<file path="config.mk">
export PLATFORM = sky130hd
export DESIGN_NAME = cache_ctrl
export DESIGN_NICKNAME = d
export VERILOG_FILES = /design/src/rtl/cache_ctrl.sv
export SDC_FILE = /design/constraint.sdc
export NUM_CORES = 1
export LEC_CHECK = 0
export ABC_AREA = 1
export BUFFER_PORTS_ARGS = -buffer_cell sky130_fd_sc_hd__buf_4
export CAP_MARGIN = 20
export CORE_AREA = 2 2 127 129
export DETAILED_ROUTE_END_ITERATION = 12
export DIE_AREA = 0 0 129 131
export PLACE_DENSITY = 0.66
export SLEW_MARGIN = 20
export SYNTH_ARGS = -nofsm -noshare
export SYNTH_HDL_FRONTEND = slang
export SYNTH_SLANG_ARGS = --single-unit
</file>
<file path="constraint.sdc">
create_clock -name clk -period 3.7 [get_ports clk]
set_clock_uncertainty 0.05 [all_clocks]
set_input_delay 0.74 -clock clk [delete_from_list [all_inputs] [get_ports clk]]
set_output_delay 0.74 -clock clk [all_outputs]
set_load 0.05 [all_outputs]
</file>
<file path="src/rtl/cache_ctrl.sv">
// Cache controller between the memory stage and a direct-mapped storage array.
// Write-back / write-allocate with word-serial memory refill.
module cache_ctrl #(
    parameter int ADDR_BITS  = 32,
    parameter int TAG_BITS   = 22,
    parameter int WORD_BITS  = 32,
    parameter int LINE_WORDS = 4
) (
    input  logic                 clk,
    input  logic                 rst,
    input  logic                 cpu_req,
    input  logic                 cpu_we,
    input  logic                 cpu_inv,
    input  logic [ADDR_BITS-1:0] cpu_addr,
    input  logic [WORD_BITS-1:0] cpu_din,
    output logic [WORD_BITS-1:0] cpu_dout,
    output logic                 cpu_stall,
    output logic [ADDR_BITS-1:0] cache_addr,
    output logic                 cache_load,
    output logic                 cache_edit,
    output logic                 cache_invalid,
    output logic [WORD_BITS-1:0] cache_din,
    input  logic                 cache_hit,
    input  logic                 cache_valid,
    input  logic                 cache_dirty,
    input  logic [TAG_BITS-1:0]  cache_tag,
    input  logic [WORD_BITS-1:0] cache_dout,
    output logic                 mem_cs,
    output logic                 mem_we,
    output logic [ADDR_BITS-1:0] mem_addr,
    output logic [WORD_BITS-1:0] mem_dout,
    input  logic [WORD_BITS-1:0] mem_din,
    input  logic                 mem_ack
);

    localparam int OFS_BITS = $clog2(LINE_WORDS);
    localparam int IDX_BITS = ADDR_BITS - TAG_BITS - OFS_BITS - 2;

    typedef enum logic [2:0] {IDLE, BACK, FILL, INV, WAIT} state_t;

    state_t                state, state_d;
    logic [OFS_BITS-1:0]   word_cnt, cnt_d;
    logic [ADDR_BITS-1:0]  lat_addr;
    logic                  op_inv;
    logic [TAG_BITS-1:0]   vic_tag;

    logic [TAG_BITS-1:0]   cpu_tag;
    logic [TAG_BITS-1:0]   lat_tag;
    logic [IDX_BITS-1:0]   lat_idx;
    logic                  inv_back;
    logic                  last_word;

    assign cpu_tag   = cpu_addr[ADDR_BITS-1 -: TAG_BITS];
    assign lat_tag   = lat_addr[ADDR_BITS-1 -: TAG_BITS];
    assign lat_idx   = lat_addr[ADDR_BITS-TAG_BITS-1 -: IDX_BITS];
    assign inv_back  = cache_valid && cache_dirty && (cache_tag == cpu_tag);
    assign last_word = (word_cnt == OFS_BITS'(LINE_WORDS - 1));

    // Victim tag is captured on the miss cycle; the line is untouched until refill.
    always_ff @(posedge clk or negedge rst) begin
        if (!rst) begin
            state    <= IDLE;
            word_cnt <= '0;
            lat_addr <= '0;
            op_inv   <= 1'b0;
            vic_tag  <= '0;
        end else begin
            state    <= state_d;
            word_cnt <= cnt_d;
            if (state == IDLE && state_d != IDLE) begin
                lat_addr <= cpu_addr;
                op_inv   <= cpu_inv;
                vic_tag  <= cache_tag;
            end
        end
    end

    always_comb begin
        state_d = state;
        cnt_d   = word_cnt;
        unique case (state)
            IDLE: begin
                if (cpu_inv) begin
                    if (inv_back) begin
                        state_d = BACK;
                        cnt_d   = '0;
                    end
                end else if (cpu_req && !cache_hit) begin
                    state_d = (cache_valid && cache_dirty) ? BACK : FILL;
                    cnt_d   = '0;
                end
            end
            BACK: begin
                if (mem_ack) begin
                    cnt_d = word_cnt + OFS_BITS'(1);
                    if (last_word) state_d = op_inv ? INV : FILL;
                end
            end
            FILL: begin
                if (mem_ack) begin
                    cnt_d = word_cnt + OFS_BITS'(1);
                    if (last_word) state_d = WAIT;
                end
            end
            INV:     state_d = IDLE;
            WAIT:    state_d = IDLE;
            default: state_d = IDLE;
        endcase
    end

    always_comb begin
        cpu_dout      = '0;
        cpu_stall     = 1'b0;
        cache_addr    = '0;
        cache_load    = 1'b0;
        cache_edit    = 1'b0;
        cache_invalid = 1'b0;
        cache_din     = '0;
        mem_cs        = 1'b0;
        mem_we        = 1'b0;
        mem_addr      = '0;
        mem_dout      = '0;
        unique case (state)
            IDLE: begin
                cache_addr = cpu_addr;
                if (cpu_inv) begin
                    if (inv_back) cpu_stall = 1'b1;
                    else cache_invalid = 1'b1;
                end else if (cpu_req) begin
                    if (!cache_hit) begin
                        cpu_stall = 1'b1;
                    end else if (cpu_we) begin
                        cache_edit = 1'b1;
                        cache_din  = cpu_din;
                    end else begin
                        cpu_dout = cache_dout;
                    end
                end
            end
            BACK: begin
                cpu_stall  = 1'b1;
                mem_cs     = 1'b1;
                mem_we     = 1'b1;
                mem_addr   = {vic_tag, lat_idx, word_cnt, 2'b00};
                cache_addr = {vic_tag, lat_idx, word_cnt, 2'b00};
                mem_dout   = cache_dout;
            end
            FILL: begin
                cpu_stall  = 1'b1;
                mem_cs     = 1'b1;
                mem_addr   = {lat_tag, lat_idx, word_cnt, 2'b00};
                cache_addr = {lat_tag, lat_idx, word_cnt, 2'b00};
                if (mem_ack) begin
                    cache_load = 1'b1;
                    cache_din  = mem_din;
                end
            end
            INV: begin
                cpu_stall     = 1'b1;
                cache_addr    = lat_addr;
                cache_invalid = 1'b1;
            end
            WAIT:    cpu_stall = 1'b1;
            default: ;
        endcase
    end

endmodule
</file>
# Yosys cells after proc, flatten, opt, wreduce, memory -nomap -nowiden

Cells that the tools add are included.

Register bits after elaboration: 60
Bits of input ports: 159
Output and inout bits: 166
Logic and storage cells: 72

Equal/unequal tests: 9
Add/sub/neg operators: 1
Multiplexer cells: 46
Reductions and logical operators: 11

Operators with widths:

| operator                                             | count |
|---|---|
| two-way mux 32 bit                                   | 11 |
| case mux 32 bit (2 select lines)                     | 2 |
| case mux 32 bit (4 select lines)                     | 1 |
| equality test 22 bit                                 | 1 |
| two-way mux 3 bit                                    | 7 |
| two-way mux 1 bit                                    | 16 |
| two-way mux 2 bit                                    | 5 |
| case mux 3 bit (3 select lines)                      | 1 |
| equality test 3 x 2 -> 1 bit (second input constant) | 2 |
| logical AND 1 bit                                    | 4 |
| case mux 1 bit (2 select lines)                      | 2 |
| case mux 2 bit (2 select lines)                      | 1 |
| AND reduction 4 bit                                  | 1 |
| OR reduction 4 bit                                   | 1 |
| equality test 3 x 1 -> 1 bit (second input constant) | 1 |
| equality test 3 bit (second input constant)          | 1 |
| zero test 3 bit                                      | 1 |
| != test 3 x 2 -> 1 bit (second input constant)       | 1 |
| != test 3 bit (second input constant)                | 1 |
| nonzero test 3 bit                                   | 1 |
| adder 2 x 1 -> 2 bit (second input constant)         | 1 |
| equality test 2 bit (second input constant)          | 1 |
| != test 2 x 1 -> 1 bit (second input constant)       | 1 |
| nonzero test 2 bit                                   | 1 |
| other kinds (2)                                      | 2 |

# Depth between registers and ports, before layout

Depth after elaboration: 7
Mapped depth: 13
Depth with buffers taken out: 11

# Worst setup path after synthesis

No wires, ideal clock.

Path type: flip-flop to output port
From: reg state[2]
To: out cache_addr[3]
Required time: 2.910 ns
Buffers on the path: 0
Arrival: 2.503 ns
Stages on the path, launching flop included: 7
Setup slack: 0.407 ns
Path through: dfrtp_1 inv_1 nand3_1 nand2_1 inv_2 nor2_1 a221o_1

Word-level cells in the longest chain between the ends: 2
Elaborated cells between the ends (all ways): 5
Classes of those cells: eq/ne (3); mux (1); reduce/logical (1)

Ends and longest elaborated chain:

| element                                              | RTL line | text |
|---|---|---|
| start, declared                                      | 41       | `state_t state, state_d;` |
| start signal, assigned                               | 68       | `state <= state_d;` |
| equality test 3 x 2 -> 1 bit (tied with other cells) | 123      | `unique case (state)` |
| case mux 32 bit (4 select lines) (*)                 | 123      |  |
| end, declared                                        | 18       | `output logic [ADDR_BITS-1:0] cache_addr,` |

Mark *: on every way between the ends. The rest lies on a longest branch, timed or not.

# Worst setup path in the final report

Ends and elaborated chain as after synthesis.

==> results by group <==
Layout
  – Ratio of cells with drive above 1 in the final layout: 0.432
  – Fillers: 1577
  – Commonest non-fill, non-tap cell in the layout: buf_4
  – Most frequent cells in the layout: buf_4 (331), nand2_1 (159), inv_1 (118), nor2_1 (60), dfrtp_1 (60)
  – P&R area growth vs syn: 63.8%
  – Layout Nets: 1121

Logic synthesis
  – Cells after Synth: 656
  – Sequential area share after synthesis: 0.332
  – Post-synth EDFFs: 0
  – Synth async-reset ratio: 1.00
  – Synth Warn #: 0
  – Synth Register Bits: 60
  – Post-synth top area share: 0.332
  – Largest area contributor in the synthesized netlist: dfrtp_1
  – Mean Syn Cell Area: 6.89 µm²
  – Top cells by area, synth: dfrtp_1 (33%), nand2_1 (13%), inv_1 (9.8%), o21ai_2 (8.7%), a22o_1 (6.2%)
  – Cell variety after synth: 31
  – Post-Syn Area: 4520 µm²
  – Top FF cell, synth: dfrtp_1

CTS
  – Root Driver: clkbuf_16
  – H-tree levels: 3
  – Setup Buffers After CTS: 0
  – Maximum root-to-sink buffer count: 2
  – CTS Sinks: 60
  – Post_cts resized: 0
  – CTS tree: yes
  – Cts hold-fix bufs: 0
  – Num CTS Buffers: 9
  – Clk slew on worst S/H paths: 50 ps
  – Clock latency on the worst-skew pair: 330 ps

Routing
  – Via count: 5445
  – Max Used Layer: met4
  – Post-Route WL: 20.0 mm
  – TritonRoute pass-1 iters: 5
  – Met3 Routed Length: 1.72 mm
  – Routed wl met2: 10.0 mm
  – DRC errors left: 0
  – ANT nets after route: 0
  – Met1 WL: 7.90 mm
  – Initial drt markers: 267
  – WL/cell: 16.9 µm
  – Via density: 4.60

Placed design
  – Pre-CTS WS: 704 ps
  – Hpwl dp: 15.9 mm
  – Port bufs: 322
  – Gpl congestion: 0.782

Worst setup path
  – Critical path's slowest cell: dfrtp_1
  – R2R setup slack: 1500 ps
  – RR Startpoint: state[0]
  – Setup crit end kind: output pin
  – Peak per-stage delay on the critical path: 460 ps
  – CP startpoint: state[2]
  – CP Class: register to output pin
  – Crit path capture: cache_addr[3]
  – Max FO, Critical Path: 40
  – CP required: 2910 ps
  – CP arrival: 2400 ps
  – Critical path launch point type: register
  – R2r endpoint: lat_addr[12]
  – Crit path cell chain: inv_1, nand3_2, buf_4, nand2_1, inv_2, nor2_1, a221o_1, buf_4
  – R2R cell count: 8
  – CP most frequent cell: buf_4

Die
  – Die footprint: 16900 µm²
  – Core Region: 15600 µm²
  – Starting Density: 0.290
  – IO Pins: 325
  – Die X-Extent: 129 µm
  – Chip Height: 131 µm
  – Row count: 46

Timing
  – Final WS setup: 511 ps
  – Final hold violations: 0
  – Slew Limit Fails: 0
  – Minimum clock period: 3190 ps
  – Period utilization: 0.862
  – Fmax: 314 MHz
  – Worst slew pin tran: 954 ps
  – RSZ-0062 raised after global routing: false
  – Hold_ws: 423 ps
  – Relative slew slack: 0.363
  – Final setup vio count: 0
  – Setup TNS: 0 ps

GRT
  – Grt total ovfl: 0
  – First-pass GRT wire length: 27.8 mm
  – GRT Util Overall: 0.220
  – Largest net degree at the start of global routing: 61
  – Initial antenna violation count: 1
  – Number of global-route vias before repair: 4959

Pwr
  – Pwr Density: 915 nW/µm²
  – Worst vdd ir: 667 µV
  – Leakage power: 4.16 nW

Worst hold path
  – HP Class: register to register

Outcome
  – Status: finished, final reports clean

Job
  – Max Cap Viol: 0
## final cells by class
type / instances / area, µm² / area share
clock buffers: 12 / 267 / 0.0360
repair buffers: 332 / 2500 / 0.338
inverters: 136 / 510 / 0.0689
multi-input cells: 422 / 2280 / 0.308
clock inverters: 4 / 70.1 / 0.00946
well taps: 216 / 270 / 0.0365
flip-flops and latches: 60 / 1500 / 0.203
diodes: 1 / 2.50 / 0.000338
## worst max-delay path, delay by kind of cell, from the launching register on
family / cells / cell delay, ps
DFF: 1 / 460
AOI/OAI and AO/OA: 1 / 260
and+or+nand+nor: 3 / 430
buffers and inverters: 4 / 910
## per-layer routing
layer / vias to the layer above / GRT usage
li1: 2720 / -
met4: 0 / 0.0633
met1: 2506 / 0.256
met3: 20 / 0.0713
met2: 199 / 0.389
met5: - / 0
## worst min-delay path by stage
| stage | from | to | slack (ps) | depth (start not counted) |
|---|---|---|---|---|
| final | op_inv | op_inv | 420 | 2 |
| after global routing | lat_addr[0] | lat_addr[0] | 450 | 2 |
| after CTS | op_inv | op_inv | 430 | 2 |
| after detailed placement | op_inv | op_inv | 410 | 2 |
| after global placement | op_inv | op_inv | 410 | 2 |
| after floorplan | rst | lat_addr[0] | 390 | 0 |
## synth_stat cells, types with 6 or more instances
cell,n
inv_1,118
buf_6,11
o21ai_0,25
nor3_1,33
nor2_1,61
o21ai_1,11
buf_2,6
nand3_1,6
inv_2,18
a22o_1,32
dfrtp_1,60
clkbuf_1,16
o21ai_2,45
nand2_1,159
o22ai_1,9
o221ai_1,22
## where the power goes
| group | switching (W) | leakage, nW | internal [W] |
|---|---|---|---|
| registers | 0.000163 | 0.752 | 0.000952 |
| clock network | 0.000297 | 0.169 | 0.000642 |
| logic | 0.00339 | 3.24 | 0.00134 |
## metrics by stage
stage               total power, W  cells  instance area (µm²)   util
CTS                        0.00682   1182                 7410  0.475
floorplan                  0.00440    657                 4530      -
finish                     0.00678   1183                 7410  0.475
global placement           0.00583   1166                 7070  0.453
detailed placement         0.00587   1166                 7070  0.453
global route               0.00713   1183                 7410  0.475
## logic make-up (layout without fill, tap and decap cells)
| family | after synthesis | after routing | synth area share |
|---|---|---|---|
| AO/OA/AOI/OAI | 150 | 150 | 0.253 |
| adder cells (fa/ha/maj) | 1 | 1 | 0.00277 |
| AND/OR/NAND/NOR | 268 | 268 | 0.241 |
| flip-flops | 60 | 60 | 0.332 |
| buffers and inverters | 175 | 484 | 0.168 |
| other | 1 | 3 | 0.000829 |
| XOR/XNOR | 1 | 1 | 0.00194 |
## registers in the layout, summed over array words and instances, names as in the netlist
name,flops
lat_addr,32
op_inv,1
state,3
vic_tag,22
word_cnt,2
Power figures use the tool's default switching activity.
